## config.mk

```make
export PLATFORM = sky130hd
export DESIGN_NAME = multicycle_ctrl
export DESIGN_NICKNAME = d
export VERILOG_FILES = /design/src/rtl/multicycle_ctrl_pkg.sv /design/src/rtl/multicycle_ctrl_decode.sv /design/src/rtl/multicycle_ctrl.sv
export SDC_FILE = /design/constraint.sdc
export NUM_CORES = 1
export LEC_CHECK = 0
export ABC_CLOCK_PERIOD_IN_PS = 2700
export BUFFER_PORTS_ARGS = -buffer_cell sky130_fd_sc_hd__buf_2
export CAP_MARGIN = 20
export CORE_ASPECT_RATIO = 1.5
export CORE_MARGIN = 3
export CORE_UTILIZATION = 42
export DETAILED_ROUTE_END_ITERATION = 6
export GPL_ROUTABILITY_DRIVEN = 0
export GPL_TIMING_DRIVEN = 0
export PLACE_DENSITY = 0.85
export SYNTH_ARGS = -nofsm -noshare
export SYNTH_HDL_FRONTEND = slang
export SYNTH_SLANG_ARGS = --single-unit
```

## constraint.sdc

```tcl
create_clock -name clk -period 2.7 [get_ports clk]
set_clock_uncertainty 0.1 [all_clocks]
set_input_delay 0.405 -clock clk [delete_from_list [all_inputs] [get_ports clk]]
set_output_delay 0.405 -clock clk [all_outputs]
set_load 0.1 [all_outputs]
```

## src/rtl/multicycle_ctrl_pkg.sv

```systemverilog
// Shared definitions for the g23 multi-cycle control unit: opcodes, funct
// fields, ALU op codes, FSM state and instruction-class encodings.
package multicycle_ctrl_pkg;

  localparam logic [6:0] OP_RTYPE  = 7'b0110011;
  localparam logic [6:0] OP_IMM    = 7'b0010011;
  localparam logic [6:0] OP_LOAD   = 7'b0000011;
  localparam logic [6:0] OP_STORE  = 7'b0100011;
  localparam logic [6:0] OP_BRANCH = 7'b1100011;

  localparam logic [2:0] F3_ADD  = 3'b000;
  localparam logic [2:0] F3_OR   = 3'b110;
  localparam logic [2:0] F3_SLL  = 3'b001;
  localparam logic [2:0] F3_AND  = 3'b111;
  localparam logic [2:0] F3_HALF = 3'b001;
  localparam logic [2:0] F3_BNE  = 3'b001;
  localparam logic [6:0] F7_BASE = 7'b0000000;

  localparam logic [3:0] ALU_ADD = 4'd0;
  localparam logic [3:0] ALU_OR  = 4'd1;
  localparam logic [3:0] ALU_AND = 4'd2;
  localparam logic [3:0] ALU_SLL = 4'd3;

  typedef enum logic [2:0] {
    ST_FETCH  = 3'd0,
    ST_DECODE = 3'd1,
    ST_EXEC   = 3'd2,
    ST_MEM    = 3'd3,
    ST_WB     = 3'd4,
    ST_TRAP   = 3'd5
  } state_e;

  typedef enum logic [2:0] {
    CLS_NONE = 3'd0,
    CLS_ADD  = 3'd1,
    CLS_OR   = 3'd2,
    CLS_SLL  = 3'd3,
    CLS_ANDI = 3'd4,
    CLS_LH   = 3'd5,
    CLS_SH   = 3'd6,
    CLS_BNE  = 3'd7
  } cls_e;

  function automatic logic [3:0] alu_op_of(input cls_e c);
    case (c)
      CLS_OR:   return ALU_OR;
      CLS_SLL:  return ALU_SLL;
      CLS_ANDI: return ALU_AND;
      default:  return ALU_ADD;
    endcase
  endfunction

endpackage

```

## src/rtl/multicycle_ctrl_decode.sv

```systemverilog
// Combinational instruction classifier: {opcode, funct3, funct7} -> {class, legal}.
module ctrl_decode
  import multicycle_ctrl_pkg::*;
(
  input  logic [6:0] opcode,
  input  logic [2:0] funct3,
  input  logic [6:0] funct7,
  output cls_e       cls,
  output logic       legal
);

  always_comb begin
    cls = CLS_NONE;
    case (opcode)
      OP_RTYPE: begin
        if (funct7 == F7_BASE) begin
          case (funct3)
            F3_ADD:  cls = CLS_ADD;
            F3_OR:   cls = CLS_OR;
            F3_SLL:  cls = CLS_SLL;
            default: cls = CLS_NONE;
          endcase
        end
      end
      OP_IMM:    if (funct3 == F3_AND)  cls = CLS_ANDI;
      OP_LOAD:   if (funct3 == F3_HALF) cls = CLS_LH;
      OP_STORE:  if (funct3 == F3_HALF) cls = CLS_SH;
      OP_BRANCH: if (funct3 == F3_BNE)  cls = CLS_BNE;
      default:   cls = CLS_NONE;
    endcase
    legal = (cls != CLS_NONE);
  end

endmodule

```

## src/rtl/multicycle_ctrl.sv

```systemverilog
// Multi-cycle FETCH/DECODE/EXEC/MEM/WB sequencer for the g23 RV32 subset core.
// Define MULTICYCLE_CTRL_PERF_EN to build the cycle / retired-instruction counters.
module multicycle_ctrl
  import multicycle_ctrl_pkg::*;
#(
  parameter int XLEN = 32
) (
  input  logic            clk,
  input  logic            rst,
  input  logic [6:0]      opcode,
  input  logic [2:0]      funct3,
  input  logic [6:0]      funct7,
  input  logic            rs_ne,
  input  logic            imem_ready,
  input  logic            dmem_ready,
  output logic            imem_req,
  output logic            dmem_req,
  output logic            dmem_we_half,
  output logic            dmem_re_half,
  output logic            ir_we,
  output logic            pc_we,
  output logic            pc_src,
  output logic [3:0]      alu_op,
  output logic            alu_src_imm,
  output logic            reg_we,
  output logic            wb_from_mem,
  output logic            instr_retired,
  output logic            illegal,
  output logic [2:0]      state_o,
  output logic [XLEN-1:0] cycle_cnt,
  output logic [XLEN-1:0] instret_cnt
);

  state_e state_q, state_d;
  cls_e   cls_q, dec_cls;
  logic   dec_legal;

  ctrl_decode u_decode (
    .opcode (opcode),
    .funct3 (funct3),
    .funct7 (funct7),
    .cls    (dec_cls),
    .legal  (dec_legal)
  );

  always_ff @(posedge clk or posedge rst) begin
    if (rst) begin
      state_q <= ST_FETCH;
      cls_q   <= CLS_NONE;
    end else begin
      state_q <= state_d;
      if (state_q == ST_DECODE) cls_q <= dec_cls;
    end
  end

  always_comb begin
    state_d = state_q;
    case (state_q)
      ST_FETCH:  if (imem_ready) state_d = ST_DECODE;
      ST_DECODE: state_d = dec_legal ? ST_EXEC : ST_TRAP;
      ST_EXEC: begin
        case (cls_q)
          CLS_LH, CLS_SH: state_d = ST_MEM;
          CLS_BNE:        state_d = ST_FETCH;
          CLS_NONE:       state_d = ST_TRAP;
          default:        state_d = ST_WB;
        endcase
      end
      ST_MEM: if (dmem_ready) state_d = (cls_q == CLS_SH) ? ST_FETCH : ST_WB;
      ST_WB:   state_d = ST_FETCH;
      ST_TRAP: state_d = ST_TRAP;
      default: state_d = ST_TRAP;
    endcase
  end

  // Outputs follow the state and latched class; everything reads 0 while rst is high
  always_comb begin
    imem_req      = 1'b0;
    dmem_req      = 1'b0;
    dmem_we_half  = 1'b0;
    dmem_re_half  = 1'b0;
    ir_we         = 1'b0;
    pc_we         = 1'b0;
    pc_src        = 1'b0;
    alu_op        = ALU_ADD;
    alu_src_imm   = 1'b0;
    reg_we        = 1'b0;
    wb_from_mem   = 1'b0;
    instr_retired = 1'b0;
    illegal       = 1'b0;
    state_o       = 3'd0;
    if (!rst) begin
      state_o = state_q;
      case (state_q)
        ST_FETCH: begin
          imem_req = 1'b1;
          ir_we    = imem_ready;
        end
        ST_EXEC: begin
          case (cls_q)
            CLS_BNE: begin
              pc_we         = 1'b1;
              pc_src        = rs_ne;
              instr_retired = 1'b1;
            end
            CLS_LH, CLS_SH: begin
              alu_op      = ALU_ADD;
              alu_src_imm = 1'b1;
            end
            default: begin
              alu_op      = alu_op_of(cls_q);
              alu_src_imm = (cls_q == CLS_ANDI);
            end
          endcase
        end
        ST_MEM: begin
          dmem_req     = 1'b1;
          dmem_we_half = (cls_q == CLS_SH);
          dmem_re_half = (cls_q == CLS_LH);
          alu_op       = ALU_ADD;
          alu_src_imm  = 1'b1;
          if (dmem_ready && cls_q == CLS_SH) begin
            pc_we         = 1'b1;
            instr_retired = 1'b1;
          end
        end
        ST_WB: begin
          reg_we        = 1'b1;
          wb_from_mem   = (cls_q == CLS_LH);
          pc_we         = 1'b1;
          instr_retired = 1'b1;
        end
        ST_TRAP: illegal = 1'b1;
        default: ;
      endcase
    end
  end

`ifdef MULTICYCLE_CTRL_PERF_EN
  logic [XLEN-1:0] cycle_q, instret_q;

  always_ff @(posedge clk or posedge rst) begin
    if (rst) begin
      cycle_q   <= '0;
      instret_q <= '0;
    end else begin
      cycle_q <= cycle_q + XLEN'(1);
      if (instr_retired) instret_q <= instret_q + XLEN'(1);
    end
  end

  assign cycle_cnt   = cycle_q;
  assign instret_cnt = instret_q;
`else
  assign cycle_cnt   = '0;
  assign instret_cnt = '0;
`endif

endmodule

```

# --- Word level (Yosys, flattened, before mapping) ---
# Cells that the tools add are included.
totals:
  ff_bits: 6
  inputBits: 22
  out_inout_bits: 83
classes:
  eq_ne: 21
  muxes: 44
  n_reduce_logical: 9
op_table:
  columns: ["operator", "n"]
  rows:
  - ["two-way mux 3 bit", 10]
  - ["case mux 3 bit (5 select lines)", 2]
  - ["equality test 3 bit (second input constant)", 8]
  - ["two-way mux 1 bit", 23]
  - ["equality test 7 x 6 -> 1 bit (second input constant)", 2]
  - ["equality test 3 x 2 -> 1 bit (second input constant)", 4]
  - ["case mux 2 bit (3 select lines)", 2]
  - ["zero test 3 bit", 3]
  - ["case mux 3 bit (3 select lines)", 1]
  - ["equality test 7 x 2 -> 1 bit (second input constant)", 1]
  - ["equality test 7 x 5 -> 1 bit (second input constant)", 1]
  - ["equality test 7 bit (second input constant)", 1]
  - ["zero test 7 bit", 1]
  - ["equality test 3 x 1 -> 1 bit (second input constant)", 2]
  - ["two-way mux 2 bit", 3]
  - ["!= test 2 bit (second input constant)", 2]
  - ["case mux 1 bit (2 select lines)", 2]
  - ["case mux 1 bit (3 select lines)", 1]
  - ["nonzero test 3 bit", 1]
  - ["OR reduction 3 bit", 1]
  - ["AND reduction 2 bit", 1]
  - ["OR reduction 2 bit", 1]
  - ["logical AND 1 bit", 1]

# --- Depth between registers and ports, before layout ---
logic_depth:
  word_depth: 7
  mapped_depth: 7

# --- Modules after synthesis ---
# Synthesis repeated with hierarchy kept, for this count alone.
hier_totals:
  hier_cells: 155
  hier_area_um2: 1179.9
by_module_without_submodules:
  columns: ["module", "n_inst", "cells_each", "area_per_inst_um2", "seq_area_each_um2"]
  rows:
  - ["multicycle_ctrl", 1, 134, 1002.2, 150.1]
  - ["ctrl_decode", 1, 21, 177.7, 0.0]

# --- Least setup slack after synthesis ---
# No wires, ideal clock.
synth_timing:
  path_kind: "register -> output"
  startpoint: "register state_q[0]"
  endpoint: "output ir_we"
  t_arrival_ps: 4518
  path_slack_ps: -2323
  stages_incl_launch_ff: 4
  n_path_buf: 1
  cell_sequence: "dfrtp_1 > buf_6 > nor4_1 > and2_1"
synth_between:
  elab_chain_len: 3
synth_rtl:
  columns: ["element", "line_no", "rtl"]
  rows:
  - ["start, declared", "multicycle_ctrl.sv:34", "state_e state_q, state_d;"]
  - ["start signal, assigned", "multicycle_ctrl.sv:51", "state_q <= state_d;"]
  - ["zero test 3 bit", "multicycle_ctrl.sv:94", "case (state_q)"]
  - ["two-way mux 1 bit", "multicycle_ctrl.sv:94", null]
  - ["two-way mux 1 bit", "multicycle_ctrl.sv:92", "if (!rst) begin"]
  - ["end, declared", "multicycle_ctrl.sv:20", "output logic ir_we,"]
# No other way between the ends.

# --- Worst setup path in the final report ---
layout_timing:
  startpoint: "input rst"
  endpoint: "output pc_we"
layout_between:
  elab_chain_len: 1
layout_rtl:
  columns: ["element", "line_no", "rtl"]
  rows:
  - ["start, declared", "multicycle_ctrl.sv:9", "input logic rst,"]
  - ["two-way mux 1 bit", "multicycle_ctrl.sv:92", null]
  - ["end, declared", "multicycle_ctrl.sv:21", "output logic pc_we,"]
# No other way between the ends.

==> implementation parameters <==
Parameter                              Value

Pwr
  Internal Pwr Total    269 uW
  Combinational cell fraction of total power    0.709
  LEAKAGE    1.12 nW
  Switching pwr    481 uW
  Switch share    0.641
  Clock group share of total power    0.171
  Power, Total    751 uW
  Worst VDD drop    0.311 mV
  Power density over the cells    410 mW/mm^2
  Proportion of power drawn by flip-flops and latches    0.121

Worst setup path
  Number of logic stages on the critical path including buffering    7
  Critical setup path kind    input port to output port
  Category of the worst setup path capture point    output port
  Data required time of the critical path    2190 ps
  Count of cells along the worst register-to-register path    7
  Number of buffer and inverter instances along the worst setup path    4
  Type of element launching the critical path    input port
  Launch instance of the worst register-to-register path    state_q[2]
  Worst path max stage delay    410 ps
  Series of cell instances along the critical path    buf_2 -> inv_1 -> nand2_1 -> nor3_1 -> a21o_4 -> buf_6 -> buf_2
  Start point of the critical path    rst
  Peak fanout along the critical path    7
  Data arrival at the endpoint of the critical path    1990 ps
  Setup slack of the most critical reg-to-reg path    1110 ps
  Crit path to    pc_we
  Capturing point of the worst reg2reg path    state_q[2]
  Slowest cell on crit path    buf_2
  Cell repeated most along the worst path    buf_2
  Delay-heaviest family, CP    buffers and inverters

Timing
  Setup repair after global routing missed its margin    no
  Tightest hold margin    84.0 ps
  Total Neg Setup Slack    0 ps
  Max-slew violation count    0
  Achievable clock frequency    400 MHz
  Total of endpoints with negative setup slack in the final report    0
  Number of hold violations in the final report    0
  Final setup margin    202 ps
  Share of the clock period used by the worst path after layout    0.925
  Minimum clock period    2500 ps

Placed design
  Placed instance area    0.00179 mm^2
  Number of I/O port buffers    38
  Total placed cells including tap cells    300
  Post-detail-place hpwl    2.43 mm
  Pre-CTS WS    172 ps

Worst hold path
  Min-Delay Path Class    input port to asynchronous set/reset pin

Synthesis
  Number of synthesized flops with an enable pin    0
  Synth Area per Inst    7.69 um^2
  Share of synthesized registers carrying an async set or reset    1.00
  Ys Warns    0
  Post-synth cell types    41
  Most instantiated flip-flop cell in the synthesis netlist    dfrtp_1
  Cell count after synthesis    160
  Seq/Total Area, Yosys    0.122
  Mapped Area    0.00123 mm^2
  Post-synthesis register bit count    6

Die
  Effective utilization at floorplan    0.450
  Floorplan row count    23
  Core Region    0.00273 mm^2
  Die Width    50.2 um
  Die Span Y    72.3 um
  Die ar.    0.00363 mm^2
  Num ports    105

Cells and area
  Post-route core utilization    0.669
  Layout cells sized above 1    0.492
  Total inserted antenna cells    0
  Count of nets after finishing    290
  Final Non-Filler Cells    303
  Area growth from synthesis to layout    48.6%
  Final instance area    0.00183 mm^2

Drt
  Post-DR vias/cell    3.88
  Starting DRT DRC Count    15
  Final antenna-violating net count    0
  Via count    1175
  Final Routed Wirelength    2.67 mm
  Router iterations before antenna repair    4
  Routed wirelength normalized by instance count    8.82 um
  Number of remaining DRC errors    0

Clocking
  Clock tree sinks    6
  CTS buffer count    3
  Level count of the clock H-tree    1
  Post-CTS setup buffers    0
  Library cell used as clock root buffer    clkbuf_8
  Clock insertion delay at the later pin of the skew report    220 ps
  CTS clock-pin slew for the worst setup and hold paths    30 ps
  TritonCTS clock tree    yes
  Largest buffer count on any clock path    2
  Post-CTS resize count    0
  # hold bufs at CTS    0

Global route
  Vias in the first global route    1048
  Wire length of the first global-routing pass    4.14 mm
  Largest net degree at the start of global routing    11
  Number of antenna violations at the first check in global routing    0
  Combined global-route utilization of all metal layers    0.144
  Grt ovf    0

Outcome
  Status    finished, final reports clean

Run
  Max-capacitance violation count    0
-- sequential cells by signal, indices dropped and copies added (netlist names) --
name and cells:
cls_q 3, state_q 3
-- layer usage --
layer | vias up | global-route usage | routed length (um)
li1 | 614 | - | -
met1 | 488 | 0.144 | 885
met2 | 69 | 0.276 | 1460
met3 | 4 | 0.0205 | 284
met4 | 0 | 0.0769 | 44
met5 | - | 0 | 0
-- cell usage in the layout, fill, tap and decap left out, types with 2 or more instances in the layout --
cell / n
nor3_1: 5
buf_2: 38
nor2_1: 14
clkbuf_8: 7
o21ai_2: 2
buf_4: 66
inv_1: 6
dfrtp_1: 6
conb_1: 66
nor3b_1: 2
nand3_1: 2
a21oi_1: 4
xnor2_1: 2
buf_6: 4
nand2_1: 6
nor4_4: 3
and2_1: 2
o21ai_0: 3
-- cell families (layout without fill, tap and decap cells) --
| group | count (synthesis) | count (layout) | share of synthesized area |
|---|---|---|---|
| flops | 6 | 6 | 0.122 |
| simple gates | 48 | 48 | 0.212 |
| compound gates | 20 | 20 | 0.122 |
| buf+inv | 80 | 121 | 0.499 |
| xor+xnor | 3 | 3 | 0.0213 |
| mux | 2 | 2 | 0.0203 |
| other cells | 1 | 66 | 0.00305 |
-- power groups by stage --
stage | sequential, mW | clock, mW | combinational, mW
after floorplan | 0.0916 | 0 | 0.502
after global placement | 0.0916 | 0 | 0.526
after detailed placement | 0.0916 | 0 | 0.527
after CTS | 0.0905 | 0.134 | 0.527
after global routing | 0.0904 | 0.140 | 0.547
final | 0.0905 | 0.128 | 0.532
-- how the worst min path moves through the flow --
| stage | from | to | slack, ps |
|---|---|---|---|
| 2_1_floorplan | rst | cls_q[0] | 100 |
| 3_3_place_gp | rst | state_q[0] | 320 |
| 3_5_place_dp | rst | state_q[0] | 320 |
| 4_1_cts | rst | cls_q[1] | 90 |
| 5_1_grt | rst | cls_q[1] | 110 |
| 6_report | rst | cls_q[1] | 80 |
-- cell usage after synthesis (2+ instances only) --
master | count | share of area
nand2_1 | 6 | 0.018
inv_1 | 6 | 0.018
xnor2_1 | 2 | 0.014
and2_1 | 2 | 0.010
nor3_1 | 6 | 0.024
nor3b_1 | 2 | 0.012
buf_6 | 3 | 0.027
clkbuf_8 | 4 | 0.045
nand3_1 | 2 | 0.0081
a21oi_1 | 4 | 0.016
dfrtp_1 | 6 | 0.12
o21ai_0 | 3 | 0.012
o21ai_2 | 2 | 0.014
nor4_1 | 5 | 0.025
nor2_1 | 15 | 0.046
buf_4 | 67 | 0.41
-- layout make-up --
type	instances	area, um^2
inverter	6	22.5
sequential	6	150
clock buffer	3	41.3
buffer	74	596
tap	37	46.3
fill	257	905
timing repair buffer	38	190
multi-input combinational	139	783
Power figures use the tool's default switching activity.
